===== src/rtl/alu_seq.sv =====
// alu_seq - WIDTH-bit sequential ALU with valid/ready handshakes.
//
// Accepts one operation per cycle when idle and the output slot is free
// (or being retired in the same cycle). Single-cycle ops register their
// result at the accept edge; MUL/MULH run an iterative shift-add multiplier
// for WIDTH cycles before loading the result.
//
// Ports:
//   clk        rising-edge clock
//   rst        synchronous reset, active-high
//   in_valid   a/b/op/cin carry a valid operation
//   in_ready   block can accept an operation this cycle
//   a, b       operands (shift amount = b[SHW-1:0])
//   op         opcode (ADD ADC SUB SBC AND OR XOR NOT SHL SHR ASR ROL ROR MUL MULH CMP)
//   cin        carry in for ADC/SBC
//   out_valid  out/flags hold a result
//   out_ready  consumer takes the result this cycle
//   out        result
//   flags      {N,Z,C,V}
module alu_seq #(
  parameter  int WIDTH = 8,
  localparam int SHW   = $clog2(WIDTH)
) (
  input  logic             clk,
  input  logic             rst,
  input  logic             in_valid,
  output logic             in_ready,
  input  logic [WIDTH-1:0] a,
  input  logic [WIDTH-1:0] b,
  input  logic [3:0]       op,
  input  logic             cin,
  output logic             out_valid,
  input  logic             out_ready,
  output logic [WIDTH-1:0] out,
  output logic [3:0]       flags
);

  localparam logic [3:0] OP_ADD  = 4'h0, OP_ADC = 4'h1, OP_SUB = 4'h2, OP_SBC = 4'h3;
  localparam logic [3:0] OP_AND  = 4'h4, OP_OR  = 4'h5, OP_XOR = 4'h6, OP_NOT = 4'h7;
  localparam logic [3:0] OP_SHL  = 4'h8, OP_SHR = 4'h9, OP_ASR = 4'hA, OP_ROL = 4'hB;
  localparam logic [3:0] OP_ROR  = 4'hC, OP_MUL = 4'hD, OP_MULH = 4'hE, OP_CMP = 4'hF;

  typedef enum logic {ST_IDLE, ST_MUL} state_t;

  state_t state, state_next;

  logic accept, retire, is_mul_op, last_step;
  logic [SHW-1:0] count;

  logic [2*WIDTH-1:0] mul_acc, mul_mcand, mul_step;
  logic [WIDTH-1:0]   mul_mplier, mul_res;
  logic               mul_high;
  logic [3:0]         mul_flags;

  logic             sub_op, carry_in;
  logic [WIDTH-1:0] b_eff;
  logic [WIDTH:0]   sum, shl_w, shr_w, asr_w;
  logic             arith_v;
  logic [SHW-1:0]   sh;
  logic [SHW:0]     rsh;
  logic [WIDTH-1:0] rol_v, ror_v;

  logic [WIDTH-1:0] alu_res, flag_src;
  logic             alu_c, alu_v;
  logic [3:0]       alu_flags;

  assign in_ready  = (state == ST_IDLE) & (~out_valid | out_ready) & ~rst;
  assign accept    = in_valid & in_ready;
  assign retire    = out_valid & out_ready;
  assign is_mul_op = (op == OP_MUL) | (op == OP_MULH);
  assign last_step = (count == SHW'(WIDTH - 1));

  // Subtraction is a + ~b + carry, so C=1 means no borrow.
  assign sub_op   = (op == OP_SUB) | (op == OP_SBC) | (op == OP_CMP);
  assign b_eff    = sub_op ? ~b : b;
  assign carry_in = (op == OP_ADD) ? 1'b0 :
                    ((op == OP_SUB) | (op == OP_CMP)) ? 1'b1 : cin;
  assign sum      = {1'b0, a} + {1'b0, b_eff} + {{WIDTH{1'b0}}, carry_in};
  assign arith_v  = (a[WIDTH-1] == b_eff[WIDTH-1]) & (sum[WIDTH-1] != a[WIDTH-1]);

  // Shifts carry one extra bit so the last bit shifted out lands in it;
  // with a zero amount that extra bit is the zero padding, giving C=0.
  assign sh    = b[SHW-1:0];
  assign rsh   = (SHW+1)'(WIDTH) - {1'b0, sh};
  assign shl_w = {1'b0, a} << sh;
  assign shr_w = {a, 1'b0} >> sh;
  assign asr_w = $unsigned($signed({a, 1'b0}) >>> sh);
  assign rol_v = (a << sh) | (a >> rsh);
  assign ror_v = (a >> sh) | (a << rsh);

  // Multiplier datapath: one conditional add of the shifted multiplicand per cycle.
  assign mul_step  = mul_acc + (mul_mplier[0] ? mul_mcand : '0);
  assign mul_res   = mul_high ? mul_step[2*WIDTH-1:WIDTH] : mul_step[WIDTH-1:0];
  assign mul_flags = {mul_res[WIDTH-1], mul_res == '0, |mul_step[2*WIDTH-1:WIDTH], 1'b0};

  // Single-cycle result and flags; CMP passes a through but flags the difference.
  always_comb begin
    alu_res  = '0;
    alu_c    = 1'b0;
    alu_v    = 1'b0;
    case (op)
      OP_ADD, OP_ADC, OP_SUB, OP_SBC: begin
        alu_res = sum[WIDTH-1:0];
        alu_c   = sum[WIDTH];
        alu_v   = arith_v;
      end
      OP_CMP: begin
        alu_res = a;
        alu_c   = sum[WIDTH];
        alu_v   = arith_v;
      end
      OP_AND: alu_res = a & b;
      OP_OR:  alu_res = a | b;
      OP_XOR: alu_res = a ^ b;
      OP_NOT: alu_res = ~a;
      OP_SHL: begin alu_res = shl_w[WIDTH-1:0]; alu_c = shl_w[WIDTH]; end
      OP_SHR: begin alu_res = shr_w[WIDTH:1];   alu_c = shr_w[0];     end
      OP_ASR: begin alu_res = asr_w[WIDTH:1];   alu_c = asr_w[0];     end
      OP_ROL: begin alu_res = rol_v; alu_c = (sh != '0) & rol_v[0];       end
      OP_ROR: begin alu_res = ror_v; alu_c = (sh != '0) & ror_v[WIDTH-1]; end
      default: alu_res = '0;
    endcase
    flag_src  = (op == OP_CMP) ? sum[WIDTH-1:0] : alu_res;
    alu_flags = {flag_src[WIDTH-1], flag_src == '0, alu_c, alu_v};
  end

  // FSM state register.
  always_ff @(posedge clk) begin
    if (rst) state <= ST_IDLE;
    else     state <= state_next;
  end

  // FSM next state: multiplies leave IDLE for WIDTH cycles.
  always_comb begin
    state_next = state;
    case (state)
      ST_IDLE: if (accept && is_mul_op) state_next = ST_MUL;
      ST_MUL:  if (last_step) state_next = ST_IDLE;
      default: state_next = ST_IDLE;
    endcase
  end

  // Result register, handshake and multiplier registers. A retire clears
  // out_valid unless a new result loads at the same edge.
  always_ff @(posedge clk) begin
    if (rst) begin
      out_valid  <= 1'b0;
      out        <= '0;
      flags      <= '0;
      count      <= '0;
      mul_acc    <= '0;
      mul_mcand  <= '0;
      mul_mplier <= '0;
      mul_high   <= 1'b0;
    end else begin
      if (retire) out_valid <= 1'b0;
      case (state)
        ST_IDLE: begin
          if (accept) begin
            if (is_mul_op) begin
              count      <= '0;
              mul_acc    <= '0;
              mul_mcand  <= {{WIDTH{1'b0}}, a};
              mul_mplier <= b;
              mul_high   <= (op == OP_MULH);
            end else begin
              out       <= alu_res;
              flags     <= alu_flags;
              out_valid <= 1'b1;
            end
          end
        end
        ST_MUL: begin
          mul_acc    <= mul_step;
          mul_mcand  <= mul_mcand << 1;
          mul_mplier <= mul_mplier >> 1;
          count      <= count + SHW'(1);
          if (last_step) begin
            out       <= mul_res;
            flags     <= mul_flags;
            out_valid <= 1'b1;
          end
        end
        default: ;
      endcase
    end
  end

endmodule


===== config.mk =====
export PLATFORM = sky130hd
export DESIGN_NAME = alu_seq
export DESIGN_NICKNAME = d
export VERILOG_FILES = /design/src/rtl/alu_seq.sv
export SDC_FILE = /design/constraint.sdc
export NUM_CORES = 1
export LEC_CHECK = 0
export CORE_ASPECT_RATIO = 1.75
export CORE_MARGIN = 2
export CORE_UTILIZATION = 55
export CTS_CLUSTER_SIZE = 16
export DETAILED_ROUTE_END_ITERATION = 12
export PLACE_DENSITY = 0.88
export SLEW_MARGIN = 20
export SYNTH_ARGS = -nofsm -noshare
export SYNTH_HDL_FRONTEND = slang
export SYNTH_SLANG_ARGS = --single-unit

===== constraint.sdc =====
create_clock -name clk -period 3.7 [get_ports clk]
set_input_delay 0.37 -clock clk [delete_from_list [all_inputs] [get_ports clk]]
set_output_delay 0.37 -clock clk [all_outputs]
set_load 0.02 [all_outputs]

==> load_flow_metrics.sql <==
INSERT INTO impl_metrics (metric_group, metric, value, unit) VALUES
('placement', 'gpl.final_weighted_congestion', '1.074', ''),
('outcome', 'outcome', 'completed', ''),
('critical_path', 'setup.worst_path.start_class', 'primary input', ''),
('die', 'io-pin-count', '39', ''),
('detailed_routing', 'detailedRoute.firstPassIterationCount', '5', ''),
('clock_network', 'clock_latency_late_sink', '0.33', 'ns'),
('yosys', 'synth-warning-count', '0', ''),
('layout', 'area.growth.synth_to_final', '18.43', '%'),
('critical_path', 'critical_path.max_fanout', '3', ''),
('clock_network', 'clock_sinks', '58', ''),
('detailed_routing', 'finalWirelength', '21.10', 'mm'),
('run', 'max_cap_viol_count', '0', ''),
('die', 'die_footprint', '11810', 'um2'),
('yosys', 'post-synth-top-area-fraction', '19.33', '%'),
('pwr', 'comb_power_share', '28.7', '%'),
('yosys', 'ys_seq_elements', '58', ''),
('clock_network', 'clock_pin_slew_reported_for_the_worst_setup_and_hold_paths_after_clock_tree_synthesis', '0.06', 'ns'),
('critical_path', 'cell_occurring_most_often_along_the_worst_timing_path', 'a211oi_2', ''),
('layout', 'instances_no_fill', '963', ''),
('detailed_routing', 'wl_per_cell', '21.91', 'um'),
('critical_path', 'arrival', '3.76', 'ns'),
('clock_network', 'postCtsResizedCells', '0', ''),
('detailed_routing', 'detail_route.vias_per_cell', '6.737', ''),
('pwr', 'power.density_cell_area', '306.8', 'nW/um2'),
('sta', 'final-hold-violation-count', '0', ''),
('pwr', 'cellInternalPower', '1.508', 'mW'),
('critical_path', 'critical_path_cell_count', '13', ''),
('global_route', 'antenna_violations_before_repair', '0', ''),
('sta', 'finalClockSkew', '0.003512', 'ns'),
('die', 'die_height', '142.3', 'um'),
('global_route', 'globalRouteOverflowTotal', '0', ''),
('clock_network', 'cts_tree', 'built', ''),
('detailed_routing', 'postRouteAntennaNets', '0', ''),
('pwr', 'sw_share', '30.93', '%'),
('yosys', 'post_synth_inst_count', '776', ''),
('pwr', 'share_clk_of_total_power', '41.6', '%'),
('critical_path', 'critical_path_type', 'primary input to flip-flop', ''),
('pwr', 'fin_total_pwr', '2.183', 'mW'),
('yosys', 'synthTopCellsByArea', 'dfxtp_1, ha_1, a21oi_1, mux4_2, nor2_1', ''),
('sta', 'tightestPinTransition', '1.115', 'ns'),
('sta', 'maxSlewViolCount', '0', ''),
('layout', 'layout.nets', '899', ''),
('yosys', 'syn_area_per_cell', '7.743', 'um2'),
('critical_path', 'crit_path_end_kind', 'flip-flop', ''),
('detailed_routing', 'drt_iter0_markers', '559', ''),
('die', 'start_util', '56.16', '%'),
('global_route', 'vias_in_the_first_global_route', '6415', ''),
('yosys', 'synth_nets', '847', ''),
('clock_network', 'cts_max_path_buffers', '2', ''),
('clock_network', 'clock_tree.root_cell', 'clkbuf_16', ''),
('yosys', 'postSynth.topFlopCell', 'dfxtp_1', ''),
('layout', 'register_area', '1162', 'um2'),
('sta', 'final_period_minus_worst_setup_slack', '3.507', 'ns'),
('yosys', 'netlist.top_cell.by_area', 'dfxtp_1', ''),
('placement', 'place_hpwl', '15.90', 'mm'),
('layout', 'layout_commonest_cell', 'a21oi_1', ''),
('global_route', 'grt_usage', '35.90', '%'),
('min_path', 'worst_hold_path.num_cells', '2', ''),
('pwr', 'switchingPower', '0.6753', 'mW'),
('placement', 'dp_cells', '947', ''),
('sta', 'finalSetupViolations', '0', ''),
('yosys', 'ys_seq_area_share', '19.33', '%'),
('die', 'core-area', '10700', 'um2'),
('die', 'floorplan.rows', '50', ''),
('clock_network', 'cts-htree-levels', '3', ''),
('yosys', 'synth_edf_count', '0', ''),
('sta', 'fmaxAchievable', '285.1', 'MHz'),
('critical_path', 'rr_worst_depth', '11', ''),
('critical_path', 'cp_slowest_cell', 'clkdlybuf4s50_1', ''),
('layout', 'final_layout_size_suffix_gt1_share', '13.69', '%'),
('critical_path', 'crit_path_cells', 'clkdlybuf4s50_1 > and4_1 > o21ai_4 > xnor2_1 > fa_2 > fa_1 > a211oi_2 > nor2_1 > xor2_1 > a2111o_1 > nor4_1 > o211ai_1 > a211oi_2', '');
cell type report:
type                       count  area share [%]
tap                          130           2.286
timing repair buffer         100           11.82
inverter                      35           1.846
sequential                    58           16.34
clock inverter                 7           1.424
multi-input combinational    624           63.13
clock buffer                   9           3.165
tightest hold or removal path: stages, from the launching register on:
cell and delay (ns):
dfxtp_1 0.30, nand2_1 0.05, a21oi_1 0.05
synthesized netlist by cell type (5+ instances only):
cell type	count
o22ai_1	5
and2_1	18
nand2b_1	5
buf_2	14
nor2b_1	11
nand3_1	17
xor2_1	10
xnor2_1	24
a211oi_1	10
dfxtp_1	58
mux2i_1	17
o211ai_1	19
o21ai_1	6
nor4_1	5
mux4_2	13
nor3b_1	26
a31oi_1	6
nor3_1	7
clkbuf_1	38
o21ai_0	22
nand2_1	65
and3_1	5
a22oi_1	19
ha_1	43
a21o_1	6
nor2_1	75
a21oi_1	83
inv_1	33
mux2_2	6
metrics by stage:
stage	setup slack [ns]	hold WS (ns)	instance area (um2)	utilization [%]	TNS, ns
final	0.1926	0.4497	7116	66.51	0
after global routing	0.05609	0.4709	7116	66.51	0
after CTS	0.1466	0.4503	7101	66.37	0
after detailed placement	-0.1826	0.4459	6774	63.32	-0.4165
after global placement	-0.1402	0.4434	6771	63.30	-0.2192
after floorplan	0.04484	0.4368	6020	-	0
power by group through the flow:
stage	sequential, mW	clock (mW)	combinational [mW]
after floorplan	0.668	0	0.370
after global placement	0.661	0	0.602
after detailed placement	0.661	0	0.608
after CTS	0.648	0.911	0.611
after global routing	0.649	0.933	0.675
final	0.648	0.908	0.626
cells by family after synthesis:
family                   Yosys count  synth area share [%]
flip-flops                        58                 19.33
multiplexers                      39                 9.392
XOR/XNOR                          34                 4.956
AO/OA/AOI/OAI                    242                 27.47
buffers and inverters             94                 6.497
adder cells (fa/ha/maj)           46                 9.954
AND/OR/NAND/NOR                  263                 22.41
path summary, 6_finish.rpt:
check                startpoint       end  slack, ns
hold / removal           out[0]    out[0]       0.45
hold reg to reg          out[0]    out[0]       0.45
setup reg to reg  mul_mplier[0]  flags[1]       0.20
setup / recovery          op[2]  flags[2]       0.19
flip-flops by register name, summed over array words and instances (netlist names):
name,cells
mul_mcand,16
state,1
count,3
mul_acc,16
flags,4
out_valid,1
mul_mplier,8
out,8
mul_high,1
per-layer routing:
metal  routed length [um]  vias to the layer above  global-route usage [%]
met5                    0                        -                       0
met4                 2133                        0                   32.10
met3                 1146                      122                   4.988
met2                10770                      330                   64.47
met1                 7053                     3056                   35.42
li1                     -                     2980                       -
Note: power is estimated with default switching activity, not from simulation.
